### config.mk
export PLATFORM = sky130hd
export DESIGN_NAME = main_control_fsm
export DESIGN_NICKNAME = d
export VERILOG_FILES = /design/src/rtl/main_control_fsm_pkg.sv /design/src/rtl/main_control_fsm_decoder.sv /design/src/rtl/main_control_fsm.sv
export SDC_FILE = /design/constraint.sdc
export NUM_CORES = 1
export LEC_CHECK = 0
export ABC_CLOCK_PERIOD_IN_PS = 3600
export CAP_MARGIN = 0
export CORE_AREA = 2 2 39 41
export CTS_CLUSTER_DIAMETER = 120
export DETAILED_ROUTE_END_ITERATION = 8
export DIE_AREA = 0 0 41 43
export GPL_TIMING_DRIVEN = 0
export PLACE_DENSITY_LB_ADDON = 0.2
export SKIP_LAST_GASP = 1
export SYNTH_ARGS = -nofsm -noshare
export SYNTH_HDL_FRONTEND = slang
export SYNTH_SLANG_ARGS = --single-unit
### constraint.sdc
create_clock -name clk -period 3.6 [get_ports clk]
set_input_delay 0.72 -clock clk [delete_from_list [all_inputs] [get_ports clk]]
set_output_delay 0.72 -clock clk [all_outputs]
set_load 0.02 [all_outputs]
### src/rtl/main_control_fsm_pkg.sv
// Shared control definitions: FSM state encoding, opcode and ALU-op
// constants, operand-select codes and the control-word bundle.
package main_control_fsm_pkg;

  typedef enum logic [3:0] {
    S_FETCH    = 4'd0,
    S_DECODE   = 4'd1,
    S_MEMADR   = 4'd2,
    S_MEMREAD  = 4'd3,
    S_MEMWB    = 4'd4,
    S_MEMWRITE = 4'd5,
    S_EXEC_R   = 4'd6,
    S_EXEC_I   = 4'd7,
    S_ALUWB    = 4'd8,
    S_BRANCH   = 4'd9,
    S_ILLEGAL  = 4'd10
  } state_t;

  localparam logic [2:0] OP_R      = 3'b000;
  localparam logic [2:0] OP_I      = 3'b001;
  localparam logic [2:0] OP_LOAD   = 3'b010;
  localparam logic [2:0] OP_STORE  = 3'b011;
  localparam logic [2:0] OP_BRANCH = 3'b100;

  localparam logic [1:0] S_T = 2'b00;
  localparam logic [1:0] B_T = 2'b01;
  localparam logic [1:0] R_T = 2'b10;
  localparam logic [1:0] I_T = 2'b11;

  localparam logic [1:0] SRC_A_PC    = 2'b00;
  localparam logic [1:0] SRC_A_OLDPC = 2'b01;
  localparam logic [1:0] SRC_A_RS1   = 2'b10;

  localparam logic [1:0] SRC_B_RS2   = 2'b00;
  localparam logic [1:0] SRC_B_IMM   = 2'b01;
  localparam logic [1:0] SRC_B_INC   = 2'b10;

  localparam logic [1:0] RES_ALUOUT  = 2'b00;
  localparam logic [1:0] RES_MEM     = 2'b01;
  localparam logic [1:0] RES_ALU     = 2'b10;

  typedef struct packed {
    logic       pc_write;
    logic       branch;
    logic       ir_write;
    logic       adr_src;
    logic       mem_read;
    logic       mem_write;
    logic       reg_write;
    logic [1:0] alu_src_a;
    logic [1:0] alu_src_b;
    logic [1:0] alu_op;
    logic [1:0] result_src;
    logic       illegal;
  } ctrl_t;

  function automatic logic is_mem_op(input logic [2:0] op);
    return (op == OP_LOAD) || (op == OP_STORE);
  endfunction

endpackage

### src/rtl/main_control_fsm_decoder.sv
// State-to-control-word decode for the multicycle control FSM.
// Strobes are forced low while reset is held.
module control_output_decoder
  import main_control_fsm_pkg::*;
(
  input  state_t state,
  input  logic   mem_ready,
  input  logic   reset,
  output ctrl_t  ctrl
);

  // per-state control word, then strobe masking during reset
  always_comb begin
    ctrl = '0;
    case (state)
      S_FETCH: begin
        ctrl.adr_src    = 1'b0;
        ctrl.mem_read   = 1'b1;
        ctrl.alu_src_a  = SRC_A_PC;
        ctrl.alu_src_b  = SRC_B_INC;
        ctrl.alu_op     = S_T;
        ctrl.result_src = RES_ALU;
        ctrl.ir_write   = mem_ready;
        ctrl.pc_write   = mem_ready;
      end
      S_DECODE: begin
        ctrl.alu_src_a = SRC_A_OLDPC;
        ctrl.alu_src_b = SRC_B_IMM;
        ctrl.alu_op    = S_T;
      end
      S_MEMADR: begin
        ctrl.alu_src_a = SRC_A_RS1;
        ctrl.alu_src_b = SRC_B_IMM;
        ctrl.alu_op    = S_T;
      end
      S_MEMREAD: begin
        ctrl.adr_src  = 1'b1;
        ctrl.mem_read = 1'b1;
      end
      S_MEMWB: begin
        ctrl.reg_write  = 1'b1;
        ctrl.result_src = RES_MEM;
      end
      S_MEMWRITE: begin
        ctrl.adr_src   = 1'b1;
        ctrl.mem_write = 1'b1;
      end
      S_EXEC_R: begin
        ctrl.alu_src_a = SRC_A_RS1;
        ctrl.alu_src_b = SRC_B_RS2;
        ctrl.alu_op    = R_T;
      end
      S_EXEC_I: begin
        ctrl.alu_src_a = SRC_A_RS1;
        ctrl.alu_src_b = SRC_B_IMM;
        ctrl.alu_op    = I_T;
      end
      S_ALUWB: begin
        ctrl.reg_write  = 1'b1;
        ctrl.result_src = RES_ALUOUT;
      end
      S_BRANCH: begin
        ctrl.alu_src_a  = SRC_A_RS1;
        ctrl.alu_src_b  = SRC_B_RS2;
        ctrl.alu_op     = B_T;
        ctrl.branch     = 1'b1;
        ctrl.result_src = RES_ALUOUT;
      end
      S_ILLEGAL: begin
        ctrl.illegal = 1'b1;
      end
      default: ctrl = '0;
    endcase
    if (reset) begin
      ctrl.pc_write  = 1'b0;
      ctrl.ir_write  = 1'b0;
      ctrl.mem_write = 1'b0;
      ctrl.reg_write = 1'b0;
      ctrl.branch    = 1'b0;
      ctrl.illegal   = 1'b0;
    end
  end

endmodule

### src/rtl/main_control_fsm.sv
// Multicycle main control FSM for the 16-bit core: state register,
// next-state logic and the control-word decoder instance.
module main_control_fsm
  import main_control_fsm_pkg::*;
#(
  parameter int unsigned PC_INC = 2
) (
  input  logic       clk,
  input  logic       reset,
  input  logic [2:0] opcode,
  input  logic       mem_ready,
  output logic       pc_write,
  output logic       branch,
  output logic       ir_write,
  output logic       adr_src,
  output logic       mem_read,
  output logic       mem_write,
  output logic       reg_write,
  output logic [1:0] alu_src_a,
  output logic [1:0] alu_src_b,
  output logic [1:0] alu_op,
  output logic [1:0] result_src,
  output logic       illegal,
  output logic [3:0] state
);

  // PC advances by whole 16-bit instructions
  if (PC_INC == 0 || (PC_INC % 2) != 0) begin : g_pc_inc_chk
    $error("PC_INC must be a non-zero even byte count");
  end

  state_t state_q;
  state_t state_d;
  ctrl_t  ctrl;

  // state register; reset wins over any wait or in-flight access
  always_ff @(posedge clk) begin
    if (reset) state_q <= S_FETCH;
    else       state_q <= state_d;
  end

  // next-state selection
  always_comb begin
    state_d = state_q;
    case (state_q)
      S_FETCH:
        if (mem_ready) state_d = S_DECODE;
      S_DECODE:
        case (opcode)
          OP_R:               state_d = S_EXEC_R;
          OP_I:               state_d = S_EXEC_I;
          OP_LOAD, OP_STORE:  state_d = S_MEMADR;
          OP_BRANCH:          state_d = S_BRANCH;
          default:            state_d = S_ILLEGAL;
        endcase
      S_MEMADR:
        if (!is_mem_op(opcode))     state_d = S_FETCH;
        else if (opcode == OP_LOAD) state_d = S_MEMREAD;
        else                        state_d = S_MEMWRITE;
      S_MEMREAD:
        if (mem_ready) state_d = S_MEMWB;
      S_MEMWB:
        state_d = S_FETCH;
      S_MEMWRITE:
        if (mem_ready) state_d = S_FETCH;
      S_EXEC_R, S_EXEC_I:
        state_d = S_ALUWB;
      S_ALUWB, S_BRANCH, S_ILLEGAL:
        state_d = S_FETCH;
      default:
        state_d = S_FETCH;
    endcase
  end

  control_output_decoder u_dec (
    .state     (state_q),
    .mem_ready (mem_ready),
    .reset     (reset),
    .ctrl      (ctrl)
  );

  assign pc_write   = ctrl.pc_write;
  assign branch     = ctrl.branch;
  assign ir_write   = ctrl.ir_write;
  assign adr_src    = ctrl.adr_src;
  assign mem_read   = ctrl.mem_read;
  assign mem_write  = ctrl.mem_write;
  assign reg_write  = ctrl.reg_write;
  assign alu_src_a  = ctrl.alu_src_a;
  assign alu_src_b  = ctrl.alu_src_b;
  assign alu_op     = ctrl.alu_op;
  assign result_src = ctrl.result_src;
  assign illegal    = ctrl.illegal;
  assign state      = state_q;

endmodule

* After elaboration in Yosys (flattened, before gate mapping)
Index checks and enable logic that the tools add are counted.
** Word-level totals
- Register bits after elaboration :: 4
- Input port bits :: 6
- Output and inout bits :: 20
** Cells by class
- Eq/ne operators :: 17
- Mux-type cells :: 19
- Reductions and logical operators :: 9
** Operators with widths (number)
- $pmux W6 S6 :: 1
- $pmux W4 S6 :: 1
- $eq A4 B3 Y1 const B :: 4
- $pmux W4 S4 :: 1
- $eq A4 B4 Y1 const B :: 3
- $mux W4 :: 3
- $reduce_or A2 Y1 :: 5
- $mux W3 :: 3
- $eq A4 B2 Y1 const B :: 2
- $mux W1 :: 8
- $eq A3 B2 Y1 const B :: 2
- $ne A2 B2 Y1 const B :: 3
- $eq A4 B1 Y1 const B :: 1
- $logic_not A4 Y1 :: 1
- $pmux W2 S2 :: 1
- $eq A3 B1 Y1 const B :: 1
- $eq A3 B3 Y1 const B :: 1
- $logic_not A3 Y1 :: 1
- $reduce_and A3 Y1 :: 1
- $mux W2 :: 1
- $logic_or A1 B1 Y1 :: 1

* Logic depth before layout (Yosys ltp)
- Depth in word-level cells :: 4
- Mapped depth :: 6
- Mapped depth without buffers :: 4

* Hierarchy
Synthesis repeated with hierarchy kept, for this count alone.
** Second synthesis, totals
- Cell total of the unflattened synthesis :: 69
- Area total of the unflattened synthesis :: 566.8 µm²
** Modules (own cells, without submodules)
- main_control_fsm :: instances 1, cells an instance 37, area each 317.8 µm²
- control_output_decoder :: instances 1, cells an instance 32, area each 249.0 µm²

* Least setup slack after synthesis
No wires, ideal clock.
- Path kind :: register to output
- From :: register state_q[2] (netlist: state[2])
- To :: output port reg_write
- Arrival :: 1.859 ns
- Data required time :: 2.880 ns
- Setup slack :: 1.021 ns
- Cell stages (with the launch flop) :: 5
- Buffers on the path :: 1
- Cell sequence :: dfxtp_1 > buf_2 > inv_1 > nand2_1 > a2111oi_0
** On the way
- Cells in the longest elaborated chain, start to end :: 4
** Ends and longest elaborated chain
- start: declaration :: line main_control_fsm.sv:32 : state_t state_q;
- start signal: assignment :: line main_control_fsm.sv:39 : else state_q <= state_d;
- $eq A4 B3 Y1 or $eq A4 B4 Y1 (tied branches) :: line main_control_fsm_decoder.sv:15 : case (state)
- $reduce_or A2 Y1 (no source line) (*)
- $mux W1 (*) :: line main_control_fsm_decoder.sv:15
- $mux W2 (*) :: line main_control_fsm_decoder.sv:74 : if (reset) begin
- end: declaration :: line main_control_fsm.sv:18 : output logic reg_write,
Every way passes the cells marked *; elsewhere a longest branch is shown, timed or not.

* Worst setup path after layout
- From :: input port reset
- To :: output port reg_write
** On the way
- Cells in the longest elaborated chain, start to end :: 1
** Ends and longest elaborated chain
- start: declaration :: line main_control_fsm.sv:9 : input logic reset,
- $mux W2 :: line main_control_fsm_decoder.sv:74
Every way passes these cells.

==> flow_summary.yaml <==
grt:
  grt_pass1_vias: 520
  grt_pass1_wl_um: 2125
  grt_max_degree: 11
  grt_antenna_before_repair: 0
  grt_usage_pct: 17.45
  grt_overflow: 0
logic_synthesis:
  syn-cell-area_um2: 496.7
  synth_cells: 67
  syn_area_per_cell_um2: 7.414
  synthFlopType: "dfxtp_1"
  synth_cell_type_count: 32
  seq_area_frac_synth_pct: 16.12
  ys_ff_latch: 4
  synthArstFlopShare_pct: 0
  yosys_warnings: 0
  synth_edf_count: 0
  mappedNetlistNets: 73
clock_network:
  postCtsSetupBuffers: 0
  path_clk_slew_ps: 40
  h-tree-depth: 1
  clock-sinks: 4
  clk_latency_ps: 240
  cts_tree: "yes"
  ctsResizeCount: 0
  cts_buffer_depth: 2
  hold_buffers: 0
  numCtsBuffers: 3
  root_buffer: "clkbuf_4"
sta:
  final.setup_skew_ps: 7.547
  finalCriticalPeriod_ps: 2963
  fin_hold_ws_ps: 641.6
  hold_violations: 0
  slew_headroom_pct: 76.42
  finalSetupTns_ps: 0
  drv_slew: 0
  min_period_over_period_pct: 82.32
  rsz0062_at_grt: "no"
  setup_viol: 0
  max_clock_freq_mhz: 337.5
  tightestPinTransition_ps: 344.8
die:
  die_area_um2: 1763
  start_util_pct: 35.90
  core_um2: 1384
  ios: 26
  die_h_um: 43
  dieWidth_um: 41
  rows: 14
placed_design:
  dpl.hpwl_um: 1007
  port_buffers: 25
  gp_congestion: 0.8123
pwr:
  finalPower_w: 0.0004644
  powerDensity_nw_per_um2: 588.2
  p_leak_nw: 0.2856
  ir_drop_mv: 0.2857
routing:
  num_vias: 584
  drt_first_pass_iters: 4
  first_iter_violations: 10
  viasPerCell: 5.261
  drc: 0
  wl_um: 1365
  wl_per_cell_um: 12.30
  ant_nets: 0
setup_path:
  cp_data_arrival_time_ps: 2240
  critPathCaptureType: "output pin"
  required_ps: 2880
  rr_endpoint: "state[0]"
  critical_path_class: "in2out"
  cp-start-kind: "primary input"
  r2r-start: "state[2]"
  r2r_setup_slack_ps: 2240
  crit_fanout: 7
  r2r_cells: 5
layout:
  diodes: 0
  largest_reg_flops: 4
  nets: 103
  area_growth_pct: 58.94
  final_cell_mix: "25 x clkdlybuf4s50_1, 7 x nor2_1, 7 x nand2_1"
  drive_gt1_share_pct: 17.89
  final_common_cell: "clkdlybuf4s50_1"
worst_hold_path:
  min_path_cells: 3
  hp-class: "reg2reg"
  holdCritStartpoint: "state[1]"
  holdPathEnd: "state[3]"
job:
  cap_violations: 0
run_status:
  status: "completed"
synthesized netlist by cell type, drive strengths merged, types with 2 or more instances:
cell type / count / area [um2]
buf: 8 / 63.80
nand2: 7 / 26.28
nor2: 7 / 26.28
nor3: 7 / 40.04
nand2b: 6 / 37.54
dfxtp: 4 / 80.08
a21oi: 3 / 15.01
a211oi: 2 / 20.02
a31oi: 2 / 12.51
inv: 2 / 7.510
o21ai: 2 / 13.76
xnor2: 2 / 17.52
how the worst max path moves through the flow:
stage | startpoint | to | cells after the start
6_report | reset | reg_write | 3
5_1_grt | reset | reg_write | 3
4_1_cts | reset | reg_write | 3
3_5_place_dp | reset | reg_write | 3
3_3_place_gp | reset | reg_write | 3
2_1_floorplan | state[2] | reg_write | 4
per-stage QoR:
stage	std cells	cell area (um2)	utilization [%]	setup WS (ps)
global route	111	789.5	57.05	525.3
detailed placement	108	767.0	55.43	636.6
global placement	108	767.0	55.43	634.2
finish	111	789.5	57.05	636.6
floorplan	67	496.7	-	1022
CTS	111	789.5	57.05	638.8
cells by family after synthesis:
group	after synthesis	synth area share (%)
flip-flops	4	16.12
multiplexers	1	2.267
AND/OR/NAND/NOR	33	37.54
buffers and inverters	10	14.36
AO/OA/AOI/OAI	16	24.43
XOR/XNOR	3	5.291
worst max-delay path: stages:
cell	delay, ps
clkdlybuf4s50_1	520
a2111oi_0	330
clkdlybuf4s50_1	680
layer usage:
| metal | up-vias | GRT usage (%) | wire (um) |
|---|---|---|---|
| li1 | 291 | - | - |
| met1 | 272 | 20.51 | 602 |
| met2 | 19 | 28.75 | 692 |
| met3 | 2 | 3.141 | 56 |
| met4 | 0 | 8.000 | 13 |
| met5 | - | 0 | 0 |
power by group:
part,internal (W),switching [W]
logic,0.000164,0.000182
clock network,0.0000374,0.0000202
registers,0.0000535,0.00000769
total,0.000255,0.000210
final cells by class:
class	count	area, um2
Tap cell	16	20.02
Multi-Input combinational cell	53	345.3
Sequential cell	4	80.08
Clock buffer	3	22.52
Inverter	2	7.507
Fill cell	133	594.3
Timing Repair Buffer	25	250.2
Buffer	8	63.81
(Power assumes the default switching activity.)
==> edit, RTL diff (config.mk and constraints unchanged) <==
Reset style: asynchronous (`reset`), changed in one clocked block.
--- a/src/rtl/main_control_fsm.sv
+++ b/src/rtl/main_control_fsm.sv
@@ -34,7 +34,7 @@
   ctrl_t  ctrl;
 
   // state register; reset wins over any wait or in-flight access
-  always_ff @(posedge clk) begin
+  always_ff @(posedge clk or posedge reset) begin
     if (reset) state_q <= S_FETCH;
     else       state_q <= state_d;
   end
Behaviour: differs if reset is asserted again (counterexample within 4 cycles, from zero or initial values and one cycle with reset high); with reset held inactive, the same outputs for 10 cycles.
==> edit against the original RTL <==
Routed wire length decreased by 5.6%; area after synthesis shrank 3.8%; power is 68% higher; core utilization shrank 1.4 points; setup slack got worse by 0.037 ns; largest power group unchanged; sequential cell count did not move; design area fell by 2.4%; die area is the same; critical path depth is 2 higher.
==> edit: results (changes against the original RTL) <==
stage	metric	value	unit	change
outcome	status	finished, final reports clean		unchanged
synthesis	post-synth cell types	27		was 32
clock_tree	# resized after CTS	0		unchanged
placed_design	Post-DP Area	748	µm²	was 767 µm²
placed_design	final RePlAce weighted congestion	0.769		was 0.812
cells_and_area	fraction of layout cells with a size suffix above 1	14.6	%	was 17.9%
clock_tree	CTS buffer count	3		unchanged
routing	TritonRoute pass-1 iters	4		unchanged
worst_setup_path	Worst Path Max Fanout	6		was 7
placed_design	IO Port Bufs	25		unchanged
clock_tree	CTS max path bufs	2		unchanged
synthesis	async set or reset register ratio after synthesis	100	%	was 0%
grt	first-pass GRT wire length	2140	µm	was 2130 µm
grt	pin count of the biggest net entering global routing	11		unchanged
cells_and_area	Largest register FFs	4		unchanged
synthesis	syn nets	74		was 73
worst_setup_path	WP data arrival	2.28	ns	was 2.24 ns
grt	M1 GR Usage	26.3	%	was 20.5%
sta	worst-margin pin slew	0.393	ns	was 0.345 ns
clock_tree	clk_lat worst skew	0.24	ns	about the same
synthesis	top cells by area, synth	dfrtp_1 (21%), nor2_1 (8.6%), nand2b_1 (7.9%)		was dfxtp_1 (16%), nand2b_1 (7.6%), buf_6 (6.8%)
grt	vias in the first global route	450		was 520
routing	Initial DRC Count	17		was 10
cells_and_area	NumNets Final	104		was 103
power	Max VDD drop	0.541	mV	was 0.286 mV
grt	global-route met2 utilization	25.0	%	was 28.7%
placed_design	placed wire-length estimate	1000	µm	was 1010 µm
routing	drt total wl	1290	µm	was 1370 µm
power	Leak	0.311	nW	was 0.286 nW
grt	met3 Use GR	1.57	%	was 3.14%
synthesis	prevailing post-synth register cell	dfrtp_1		was dfxtp_1
synthesis	synth cell count leaders	nor2_1 (11), nor3_1 (7), nand2b_1 (6)		was nand2_1 (7), nor2_1 (7), nand2b_1 (6), nor3_1 (6), dfxtp_1 (4)
cells_and_area	Fill cells	137		was 133
cells_and_area	diode count	0		unchanged
synthesis	Syn. warnings	0		unchanged
routing	via count	570		was 584
grt	Total Routing Usage GR	17.4	%	was 17.5%
sta	Final Skew	0.00405	ns	was 0.00755 ns
power	Int Pwr	396	µW	was 255 µW
synthesis	sequential-to-total area share from yosys stat	20.9	%	was 16.1%
worst_setup_path	crit-path max cell delay	0.63	ns	was 0.68 ns
-- edit: cell types whose count changed after synthesis, moves of 2 or more --
cell	delta
nand2_1	-5
dfrtp_1	+4
dfxtp_1	-4
nor2_1	+4
o21ai_0	+3
a21oi_1	+2
-- edit: logic make-up after synthesis --
logic type                Yosys count  synth area share [%]
xor gates and xnor gates            2                  3.67
AOI/OAI and AO/OA                  16                  22.0
DFF                                 4                  20.9
buffers and inverters              10                  12.8
and+or+nand+nor                    36                  40.6
-- edit: final cells by class --
type | count | area [µm²] | area share [%]
Clock buffer | 3 | 22.5 | 2.92
Tap cell | 16 | 20.0 | 2.60
Multi-Input combinational cell | 54 | 317 | 41.1
Sequential cell | 4 | 100 | 13.0
Timing Repair Buffer | 25 | 250 | 32.5
Inverter | 3 | 11.3 | 1.46
Buffer | 7 | 50.0 | 6.49
-- edit: layer usage --
metal | share of wire, % | vias to the layer above
met5 | 0 | -
met4 | 1.2 | 0
met3 | 4.6 | 2
met2 | 49 | 20
met1 | 45 | 256
li1 | - | 292
-- edit: path summary, 6_finish.rpt --
check,start,end,slack (ns),cells past startpoint
min reg2reg,state[2],state[3],0.67,3
min,state[2],state[3],0.67,3
max reg2reg,state[3],state[0],2.23,6
max,reset,illegal,0.60,5
max in group asynchronous,reset,state[3],2.64,2
min in group asynchronous,reset,state[0],0.77,2
-- edit: power by group through the flow --
stage / logic, mW / clock network, mW / registers, mW
after floorplan: 0.389 / 0 / 0.0999
after global placement: 0.647 / 0 / 0.0777
after detailed placement: 0.647 / 0 / 0.0773
after CTS: 0.649 / 0.0579 / 0.0766
after global routing: 0.703 / 0.0611 / 0.0800
final: 0.646 / 0.0561 / 0.0765
-- edit: worst reg2reg max path, stage by stage, from the launching register on --
cell	delay, ns
dfrtp_1	0.36
buf_2	0.18
or2_1	0.23
buf_6	0.14
a211oi_2	0.21
a21oi_1	0.09
o21ai_2	0.10
-- edit: through the flow --
| stage | util, % | worst slack [ns] | cells | hold slack, ns |
|---|---|---|---|---|
| after detailed placement | 54.1 | 0.583 | 109 | 0.661 |
| after global routing | 55.7 | 0.467 | 112 | 0.714 |
| after CTS | 55.7 | 0.577 | 112 | 0.670 |
| after floorplan | - | 1.07 | 68 | 0.500 |
| final | 55.7 | 0.600 | 112 | 0.667 |
| after global placement | 54.1 | 0.617 | 109 | 0.657 |
